`config.mk`:
```
export PLATFORM = sky130hd
export DESIGN_NAME = mem_arb
export DESIGN_NICKNAME = d
export VERILOG_FILES = /design/src/rtl/acc_pkg.sv /design/src/rtl/rr_pick.sv /design/src/rtl/mem_arb.sv
export SDC_FILE = /design/constraint.sdc
export NUM_CORES = 1
export LEC_CHECK = 0
export CAP_MARGIN = 25
export CORE_AREA = 2 2 105 107
export CTS_BUF_LIST = sky130_fd_sc_hd__clkbuf_4 sky130_fd_sc_hd__clkbuf_8
export CTS_CLUSTER_DIAMETER = 40
export CTS_CLUSTER_SIZE = 12
export DETAILED_ROUTE_END_ITERATION = 16
export DIE_AREA = 0 0 107 109
export GPL_TIMING_DRIVEN = 0
export PLACE_DENSITY_LB_ADDON = 0.3
export SKIP_LAST_GASP = 1
export SYNTH_ARGS = -nofsm -noshare
export SYNTH_HDL_FRONTEND = slang
export SYNTH_SLANG_ARGS = --single-unit
```
`constraint.sdc`:
```
create_clock -name clk_i -period 5.75 [get_ports clk_i]
set_clock_uncertainty 0.15 [all_clocks]
set_input_delay 0.575 -clock clk_i [delete_from_list [all_inputs] [get_ports clk_i]]
set_output_delay 0.575 -clock clk_i [all_outputs]
set_load 0.01 [all_outputs]
```
`src/rtl/acc_pkg.sv`:
```
// Shared accelerator types plus the memory-arbiter configuration.
package acc_pkg;

    localparam int unsigned DATA_W = 32;
    localparam int unsigned ADDR_W = 16;

    typedef logic [DATA_W-1:0] data_t;
    typedef logic [ADDR_W-1:0] addr_t;

    // Memory arbiter defaults
    localparam int unsigned ARB_NUM_REQ   = 2;
    localparam int unsigned ARB_MAX_OUTST = 4;

    typedef enum logic {
        W_IDLE,
        W_BUSY
    } wr_state_e;

endpackage

```
`src/rtl/rr_pick.sv`:
```
// Combinational round-robin picker: searches from last+1 (mod N) upward and
// returns the first asserted request.
module rr_pick #(
    parameter int unsigned N     = 2,
    parameter int unsigned IDX_W = $clog2(N)
) (
    input  logic [N-1:0]     req,
    input  logic [IDX_W-1:0] last,
    output logic             valid,
    output logic [IDX_W-1:0] idx
);

    int unsigned cand;

    // Walk the N candidates in rotated priority order; the first hit wins.
    always_comb begin
        valid = 1'b0;
        idx   = '0;
        cand  = 0;
        for (int unsigned k = 1; k <= N; k++) begin
            cand = (32'(last) + k) % N;
            if (!valid && req[cand]) begin
                valid = 1'b1;
                idx   = IDX_W'(cand);
            end
        end
    end

endmodule

```
`src/rtl/mem_arb.sv`:
```
// Round-robin arbiter sharing one memory port between NUM_REQ requesters.
// Reads and writes are arbitrated independently; read responses come back in
// order and are steered to their issuer through an outstanding-ID FIFO.
module mem_arb
    import acc_pkg::*;
#(
    parameter int unsigned NUM_REQ   = ARB_NUM_REQ,
    parameter int unsigned MAX_OUTST = ARB_MAX_OUTST
) (
    input  logic                clk_i,
    input  logic                rst_i,
    input  logic [NUM_REQ-1:0]  req_rden_i,
    input  addr_t [NUM_REQ-1:0] req_raddr_i,
    output logic [NUM_REQ-1:0]  req_rgnt_o,
    output logic [NUM_REQ-1:0]  req_rvalid_o,
    output data_t               req_rdata_o,
    input  logic [NUM_REQ-1:0]  req_wren_i,
    input  addr_t [NUM_REQ-1:0] req_waddr_i,
    input  data_t [NUM_REQ-1:0] req_wdata_i,
    output logic [NUM_REQ-1:0]  req_wready_o,
    output logic                mem_rden_o,
    output addr_t               mem_raddr_o,
    input  data_t               mem_rdata_i,
    input  logic                mem_rvalid_i,
    output logic                mem_wren_o,
    output addr_t               mem_waddr_o,
    output data_t               mem_wdata_o,
    input  logic                mem_wready_i,
    output logic                err_o
);

    localparam int unsigned ID_W  = $clog2(NUM_REQ);
    localparam int unsigned PTR_W = (MAX_OUTST > 1) ? $clog2(MAX_OUTST) : 1;
    localparam int unsigned CNT_W = $clog2(MAX_OUTST + 1);

    // Pointer increment that wraps at MAX_OUTST.
    function automatic logic [PTR_W-1:0] next_ptr(input logic [PTR_W-1:0] p);
        return (p == PTR_W'(MAX_OUTST - 1)) ? '0 : p + PTR_W'(1);
    endfunction

    // ---------------- read channel ----------------
    logic [ID_W-1:0]  rd_last_q;
    logic             rd_valid;
    logic [ID_W-1:0]  rd_idx;
    logic             rd_gnt, rd_pop, rd_err;
    logic [ID_W-1:0]  fifo_q [MAX_OUTST];
    logic [PTR_W-1:0] wptr_q, rptr_q;
    logic [CNT_W-1:0] cnt_q;
    logic [ID_W-1:0]  rd_head;

    rr_pick #(
        .N     (NUM_REQ),
        .IDX_W (ID_W)
    ) u_rd_pick (
        .req   (req_rden_i),
        .last  (rd_last_q),
        .valid (rd_valid),
        .idx   (rd_idx)
    );

    // Full check uses the registered count only, so a same-cycle pop cannot
    // open a path from mem_rvalid_i to mem_rden_o.
    assign rd_gnt  = rd_valid && (cnt_q != CNT_W'(MAX_OUTST)) && !rst_i;
    assign rd_pop  = mem_rvalid_i && (cnt_q != '0) && !rst_i;
    assign rd_err  = mem_rvalid_i && (cnt_q == '0) && !rst_i;
    assign rd_head = fifo_q[rptr_q];

    // Read grant and response routing; everything forced low in reset.
    always_comb begin
        req_rgnt_o   = '0;
        req_rvalid_o = '0;
        req_rdata_o  = '0;
        mem_rden_o   = 1'b0;
        mem_raddr_o  = '0;
        if (!rst_i) begin
            req_rdata_o = mem_rdata_i;
            if (rd_gnt) begin
                mem_rden_o         = 1'b1;
                mem_raddr_o        = req_raddr_i[rd_idx];
                req_rgnt_o[rd_idx] = 1'b1;
            end
            if (rd_pop) begin
                req_rvalid_o[rd_head] = 1'b1;
            end
        end
    end

    // ID storage needs no reset; validity is tracked by the count.
    always_ff @(posedge clk_i) begin
        if (rd_gnt) begin
            fifo_q[wptr_q] <= rd_idx;
        end
    end

    // Read pointer, FIFO pointers and occupancy.
    always_ff @(posedge clk_i or posedge rst_i) begin
        if (rst_i) begin
            rd_last_q <= ID_W'(NUM_REQ - 1);
            wptr_q    <= '0;
            rptr_q    <= '0;
            cnt_q     <= '0;
        end else begin
            if (rd_gnt) begin
                wptr_q    <= next_ptr(wptr_q);
                rd_last_q <= rd_idx;
            end
            if (rd_pop) begin
                rptr_q <= next_ptr(rptr_q);
            end
            if (rd_gnt && !rd_pop) begin
                cnt_q <= cnt_q + CNT_W'(1);
            end else if (!rd_gnt && rd_pop) begin
                cnt_q <= cnt_q - CNT_W'(1);
            end
        end
    end

    // ---------------- write channel ----------------
    wr_state_e       wr_state_q, wr_state_d;
    logic [ID_W-1:0] wr_own_q, wr_own_d;
    logic [ID_W-1:0] wr_last_q, wr_last_d;
    logic [ID_W-1:0] wr_sel;
    logic            wr_valid;
    logic [ID_W-1:0] wr_idx;
    logic            wr_err;

    rr_pick #(
        .N     (NUM_REQ),
        .IDX_W (ID_W)
    ) u_wr_pick (
        .req   (req_wren_i),
        .last  (wr_last_q),
        .valid (wr_valid),
        .idx   (wr_idx)
    );

    // Write FSM: grant in W_IDLE, lock onto the owner until accepted or abandoned.
    always_comb begin
        wr_state_d   = wr_state_q;
        wr_own_d     = wr_own_q;
        wr_last_d    = wr_last_q;
        wr_err       = 1'b0;
        wr_sel       = '0;
        mem_wren_o   = 1'b0;
        req_wready_o = '0;
        if (!rst_i) begin
            unique case (wr_state_q)
                W_IDLE: begin
                    if (wr_valid) begin
                        mem_wren_o = 1'b1;
                        wr_sel     = wr_idx;
                        if (mem_wready_i) begin
                            req_wready_o[wr_idx] = 1'b1;
                            wr_last_d            = wr_idx;
                        end else begin
                            wr_own_d   = wr_idx;
                            wr_state_d = W_BUSY;
                        end
                    end
                end
                W_BUSY: begin
                    if (!req_wren_i[wr_own_q]) begin
                        // Owner abandoned its write: flag it, keep fairness pointer.
                        wr_err     = 1'b1;
                        wr_state_d = W_IDLE;
                    end else begin
                        mem_wren_o = 1'b1;
                        wr_sel     = wr_own_q;
                        if (mem_wready_i) begin
                            req_wready_o[wr_own_q] = 1'b1;
                            wr_last_d              = wr_own_q;
                            wr_state_d             = W_IDLE;
                        end
                    end
                end
                default: wr_state_d = W_IDLE;
            endcase
        end
    end

    assign mem_waddr_o = mem_wren_o ? req_waddr_i[wr_sel] : '0;
    assign mem_wdata_o = mem_wren_o ? req_wdata_i[wr_sel] : '0;

    // Write state, owner and fairness pointer.
    always_ff @(posedge clk_i or posedge rst_i) begin
        if (rst_i) begin
            wr_state_q <= W_IDLE;
            wr_own_q   <= '0;
            wr_last_q  <= ID_W'(NUM_REQ - 1);
        end else begin
            wr_state_q <= wr_state_d;
            wr_own_q   <= wr_own_d;
            wr_last_q  <= wr_last_d;
        end
    end

    // Sticky protocol error.
    always_ff @(posedge clk_i or posedge rst_i) begin
        if (rst_i) begin
            err_o <= 1'b0;
        end else if (rd_err || wr_err) begin
            err_o <= 1'b1;
        end
    end

endmodule

```
# ---- Word level (Yosys, flattened, before mapping)
# Memories as Yosys holds them, arrays and structs flattened.
# Index checks and enable logic that the tools add are counted.
dict set report totals {
  ff_bits 12
  mem_bits_rw 4
  output_inout_bits 105
  n_memories 1
}
# name words word_bits rd rd_ports_with_merged_regs wr line_no
set memory_table {}
lappend memory_table {fifo_q 4 1 1 0 1 mem_arb.sv:46} ;# logic [ID_W-1:0] fifo_q [MAX_OUTST];
dict set report classes {
  add_sub_neg 8
  magnitude_cmp 13
  eq_ne 7
  muxes 74
  n_bitwise 3
  reduce_logical 25
}
# operator count
set op_table {}
lappend op_table {{$mux W32} 4}
lappend op_table {{$mux W16} 7}
lappend op_table {{$mux W1} 41}
lappend op_table {{$mux W2} 11}
lappend op_table {{$lt A1 B2 Y1 const B} 9}
lappend op_table {{$logic_and A1 B1 Y1} 14}
lappend op_table {{$pmux W1 S2} 4}
lappend op_table {{$mux W3} 2}
lappend op_table {{$logic_not A1 Y1} 5}
lappend op_table {{$reduce_and A5 Y1} 1}
lappend op_table {{$add A1 B1 Y1 const B} 4}
lappend op_table {{$add A2 B1 Y2 const B} 2}
lappend op_table {{$demux W1 S1} 4}
lappend op_table {{$eq A2 B2 Y1 const B} 2}
lappend op_table {{$ge A1 B1 Y1 const B} 4}
lappend op_table {{$ne A2 B1 Y1 const B} 2}
lappend op_table {{$ne A2 B2 Y1 const B} 2}
lappend op_table {{$pmux W2 S2} 1}
lappend op_table {{$reduce_and A4 Y1} 1}
lappend op_table {{$add A3 B1 Y3 const B} 1}
lappend op_table {{$logic_not A3 Y1} 1}
lappend op_table {{$ne A3 B3 Y1 const B} 1}
lappend op_table {{$not A1 Y1} 3}
lappend op_table {{$reduce_bool A3 Y1} 1}
lappend op_table {{other kinds (3)} 3}

# ---- Longest topological paths before layout
dict set report depth {
  word_depth 15
  ltp_mapped 11
}

# ---- Hierarchy
# A second synthesis with hierarchy kept.
dict set report hier_totals {
  cells_unflattened 327
  hier_area_um2 2274.7
}
# module n_inst cells_each area_per_inst_um2 seq_area_each_um2
set modules_own_cells {}
lappend modules_own_cells {mem_arb 1 323 2247.2 422.9}
lappend modules_own_cells {rr_pick 2 2 13.8 0.0}

# ---- Least setup slack after synthesis
# OpenSTA, ideal clock, no wires.
dict set report synth_timing {
  path_type {in2reg}
  start {input rst_i}
  end {register cnt_q[1]}
  setup_ns 0.125
  t_arrival_ns 2.367
  path_slack_ns 3.108
  path_stages 8
  cell_sequence {clkinv_1 > o211ai_4 > buf_6 > inv_1 > ha_1 > inv_1 > fa_1 > mux2_2}
}
dict set report synth_via {
  elab_chain_cells 5
  elab_cells_between_ends 9
}
# item line_no
set synth_lines {}
lappend synth_lines {{start: declaration} mem_arb.sv:11} ;# input logic rst_i,
lappend synth_lines {{$logic_not A1 Y1 (no source line) (*)} n/a}
lappend synth_lines {{$logic_and A1 B1 Y1 (on tied branches)} {mem_arb.sv:64, mem_arb.sv:63}}
lappend synth_lines {{$logic_not A1 Y1 (on tied branches)} {mem_arb.sv:110, mem_arb.sv:112}}
lappend synth_lines {{$logic_and A1 B1 Y1 (on tied branches)} {mem_arb.sv:110, mem_arb.sv:112}}
lappend synth_lines {{$mux W3 / $reduce_bool A2 Y1 (equally long branches)} n/a}
lappend synth_lines {{end signal: assignment} mem_arb.sv:111} ;# cnt_q <= cnt_q + CNT_W'(1);
lappend synth_lines {{end signal: assignment} mem_arb.sv:113} ;# cnt_q <= cnt_q - CNT_W'(1);
lappend synth_lines {{end: declaration} mem_arb.sv:48} ;# logic [CNT_W-1:0] cnt_q;
# Every way passes the cells marked *; elsewhere a longest branch is shown, timed or not.
# A chain may end at the register's enable or synchronous reset.

# ---- Worst setup path after layout
dict set report layout_timing {
  start {input rst_i}
  end {output mem_waddr_o[15]}
}
dict set report layout_via {
  elab_chain_cells 4
  elab_cells_between_ends 5
}
# item line_no
set layout_lines {}
lappend layout_lines {{$mux W1} mem_arb.sv:146} ;# if (!rst_i) begin
lappend layout_lines {{$mux W16 (not written as such) (2 in a row)} mem_arb.sv:181} ;# assign mem_waddr_o = mem_wren_o ? req_waddr_i[wr_sel] : '0;
lappend layout_lines {{$mux W16 (*)} mem_arb.sv:181}
lappend layout_lines {{end: declaration} mem_arb.sv:26} ;# output addr_t mem_waddr_o,
# Every way passes the cells marked *; elsewhere a longest branch is shown, timed or not. The select of a mux whose other input is x is not followed.

==> results.sh <==
export IMPL_status="finished, final reports clean"
export IMPL_grt_antenna_before_repair=0
export IMPL_cts_tree="built"
export IMPL_pre_cts_slack_ns=1.64
export IMPL_start_kind="input port"
export IMPL_hold_viol=0
export IMPL_yosysSeqAreaShare=0.144
export IMPL_synth_common_cells="48 x nand4_1, 34 x nand2_1, 32 x nor2b_1"
export IMPL_clk_latency_ns=0.26
export IMPL_synthToLayoutAreaGrowth_pct=100
export IMPL_finalSetupViolations=0
export IMPL_finalCritPeriodShare=0.705
export IMPL_clock_fmax_mhz=247
export IMPL_vias=3970
export IMPL_worstSetupPathType="in -> out"
export IMPL_cts_sinks=16
export IMPL_hold_ws_ns=0.334
export IMPL_crit_slowest_cell="clkdlybuf4s50_1"
export IMPL_cp_cell_sequence="clkdlybuf4s50_1 > clkinv_1 > o21ai_1 > clkbuf_1 > a211oi_1 > clkdlybuf4s50_1"
export IMPL_power_density_mw_per_mm2=176
export IMPL_synthesis_nets=543
export IMPL_wl_per_cell_um=16.4
export IMPL_ys_types=49
export IMPL_place_hpwl_mm=10.7
export IMPL_fin_setup_tns_ns=0
export IMPL_setup_ws_ns=1.69
export IMPL_core_mm2=0.0106
export IMPL_track_usage=0.198
export IMPL_die_x_um=107
export IMPL_cts_setup_buffers=0
export IMPL_worstPathArrival_ns=3.33
export IMPL_cts_buffer_depth=2
export IMPL_yosysMostFrequentCell="nand4_1"
export IMPL_rows=38
export IMPL_drive_gt1_frac=0.149
export IMPL_ios=273
export IMPL_place_inst=779
export IMPL_dieArea_mm2=0.0117
export IMPL_grt_pass1_wl_mm=18.9
export IMPL_cts_root_buffer="clkbuf_8"
export IMPL_endpoint_kind="output port"
export IMPL_crit_path_frequent_cell="clkdlybuf4s50_1"
export IMPL_drc=0
export IMPL_drv_slew=0
export IMPL_cts_resized=0
export IMPL_instances_no_fill=783
export IMPL_nets=819
export IMPL_yosys_area_top_type="nand4_1"
export IMPL_synth_edf_count=4
export IMPL_grt_pass1_vias=3768
export IMPL_finalWirelength_mm=12.9
export IMPL_crit_path_max_incr_delay_ns=0.55
export IMPL_portBuffers=271
export IMPL_clkSlewWorstSetupHoldPaths_ns=0.07
export IMPL_ys_ff_latch=16
export IMPL_relSlewSlack=0.571
export IMPL_rsz0062_at_grt="no"
export IMPL_cap_viol_max_count=0
export IMPL_synthCells=368
export IMPL_vdd_drop_max_v=0.000127
export IMPL_yosys_area_top_type_share=0.103
export IMPL_ant_nets=0
export IMPL_gr_total_overflow=0
export IMPL_synth_area_mm2=0.00293
export IMPL_synth_area_leaders="nand4_1 10%, a211oi_2 8.5%, dfrtp_1 8.5%, o31ai_2 8.5%, o31ai_1 7.4%"
export IMPL_worstPathMaxFanout=18
export IMPL_viasPerCell=5.07
export IMPL_cp_required_ns=5.03
export IMPL_tightest_slew_ns=0.639
export IMPL_hp_class="reg -> reg"
export IMPL_gp_congestion=0.889
export IMPL_crit_buf_inv=4
export IMPL_start_util=0.276
export IMPL_htreeDepth=1
export IMPL_antennaDiodeCount=0
export IMPL_grt_max_degree=19
export IMPL_holdBufCountCts=0
export IMPL_post_route_util=0.553
export IMPL_firstDrtPassIters=4
export IMPL_dieHeight_um=109
export IMPL_critPathTopFamily="buffers and inverters"
export IMPL_synthFlopType="dfrtp_1"
export IMPL_initialDrtViolationCount=187
export IMPL_leakagePower_nw=2.03
export IMPL_fin_crit_ns=4.06
export IMPL_synth_warnings=0
export IMPL_cts_buffers_inserted=3
export IMPL_async_reset_ff_frac=0.750
export IMPL_avgSynthCellArea_um2=7.96
==> worst register-to-register path, cell delays in order, from the launching register on <==
cell and delay (ns):
dfrtp_1 0.44, or3b_1 0.37, buf_2 0.17, o211ai_4 0.16
buf_6 0.19, inv_1 0.05, ha_1 0.19, inv_1 0.07
fa_1 0.40, mux2_2 0.26
==> power by group <==
| part | internal, mW | switching, mW |
|---|---|---|
| Clock | 0.0539 | 0.0393 |
| Combinational | 0.395 | 0.339 |
| Sequential | 0.163 | 0.0419 |
==> state kept, by name, summed over array words and instances (netlist names) <==
signal and cells:
fifo_q 4, cnt_q 3, rptr_q 2, wptr_q 2, err_o 1, rd_last_q 1
wr_last_q 1, wr_own_q 1, wr_state_q 1
==> area by class of cell <==
cell class / count / area [um2]
Tap cell: 140 / 175
Multi-Input combinational cell: 286 / 2150
Inverter: 12 / 45.0
Fill cell: 1007 / 4740
Clock buffer: 4 / 48.8
Timing Repair Buffer: 271 / 2710
Buffer: 54 / 310
Sequential cell: 16 / 423
==> cell families (layout without fill, tap and decap cells) <==
logic type,Yosys count,after routing,share of synthesized area
and+or+nand+nor,144,144,0.275
xor gates and xnor gates,3,3,0.00897
DFF,16,16,0.144
adders and majority gates,7,7,0.0325
muxes,7,7,0.0329
buffers and inverters,66,341,0.121
AOI/OAI and AO/OA,125,125,0.385
==> cells in the final DEF, fill, tap and decap left out, types with 3 or more instances in the layout <==
cell and n:
ha_1 6, buf_6 7, buf_4 6, edfxtp_1 4, mux2_2 3, o31ai_2 20
o31ai_1 29, dfrtp_1 10, a211oi_2 20, o22ai_1 16, clkbuf_1 17, nor2b_1 32
nand4_1 48, clkdlybuf4s50_1 271, nand2_1 34, nor2_1 13, nand2b_1 3, inv_1 10
a211oi_1 28, buf_2 23, clkbuf_8 3
==> routing by layer <==
layer	wire (um)	part of all wire	GRT usage
met5	0	0	0
met4	127	0.0099	0.0353
met3	939	0.073	0.0353
met2	6620	0.51	0.376
met1	5190	0.40	0.236
==> metrics by stage <==
step / instance area, um2 / power [mW]
6_report: 5870 / 1.03
5_1_grt: 5870 / 1.11
4_1_cts: 5870 / 1.04
3_5_place_dp: 5820 / 0.943
3_3_place_gp: 5820 / 0.921
2_1_floorplan: 2930 / 0.604
==> worst paths after layout <==
kind                                from              end  slack [ns]  depth (start not counted)
worst max-delay path               rst_i  mem_waddr_o[15]        1.69                          6
min in group asynchronous          rst_i            err_o        0.60                          2
worst min-delay path               err_o            err_o        0.33                          1
max in group asynchronous          rst_i        wr_last_q        4.51                          2
worst min register to register     err_o            err_o        0.33                          1
worst max register to register  cnt_q[0]         cnt_q[1]        3.19                          9
No activity file was read; power rests on OpenSTA's default activity.
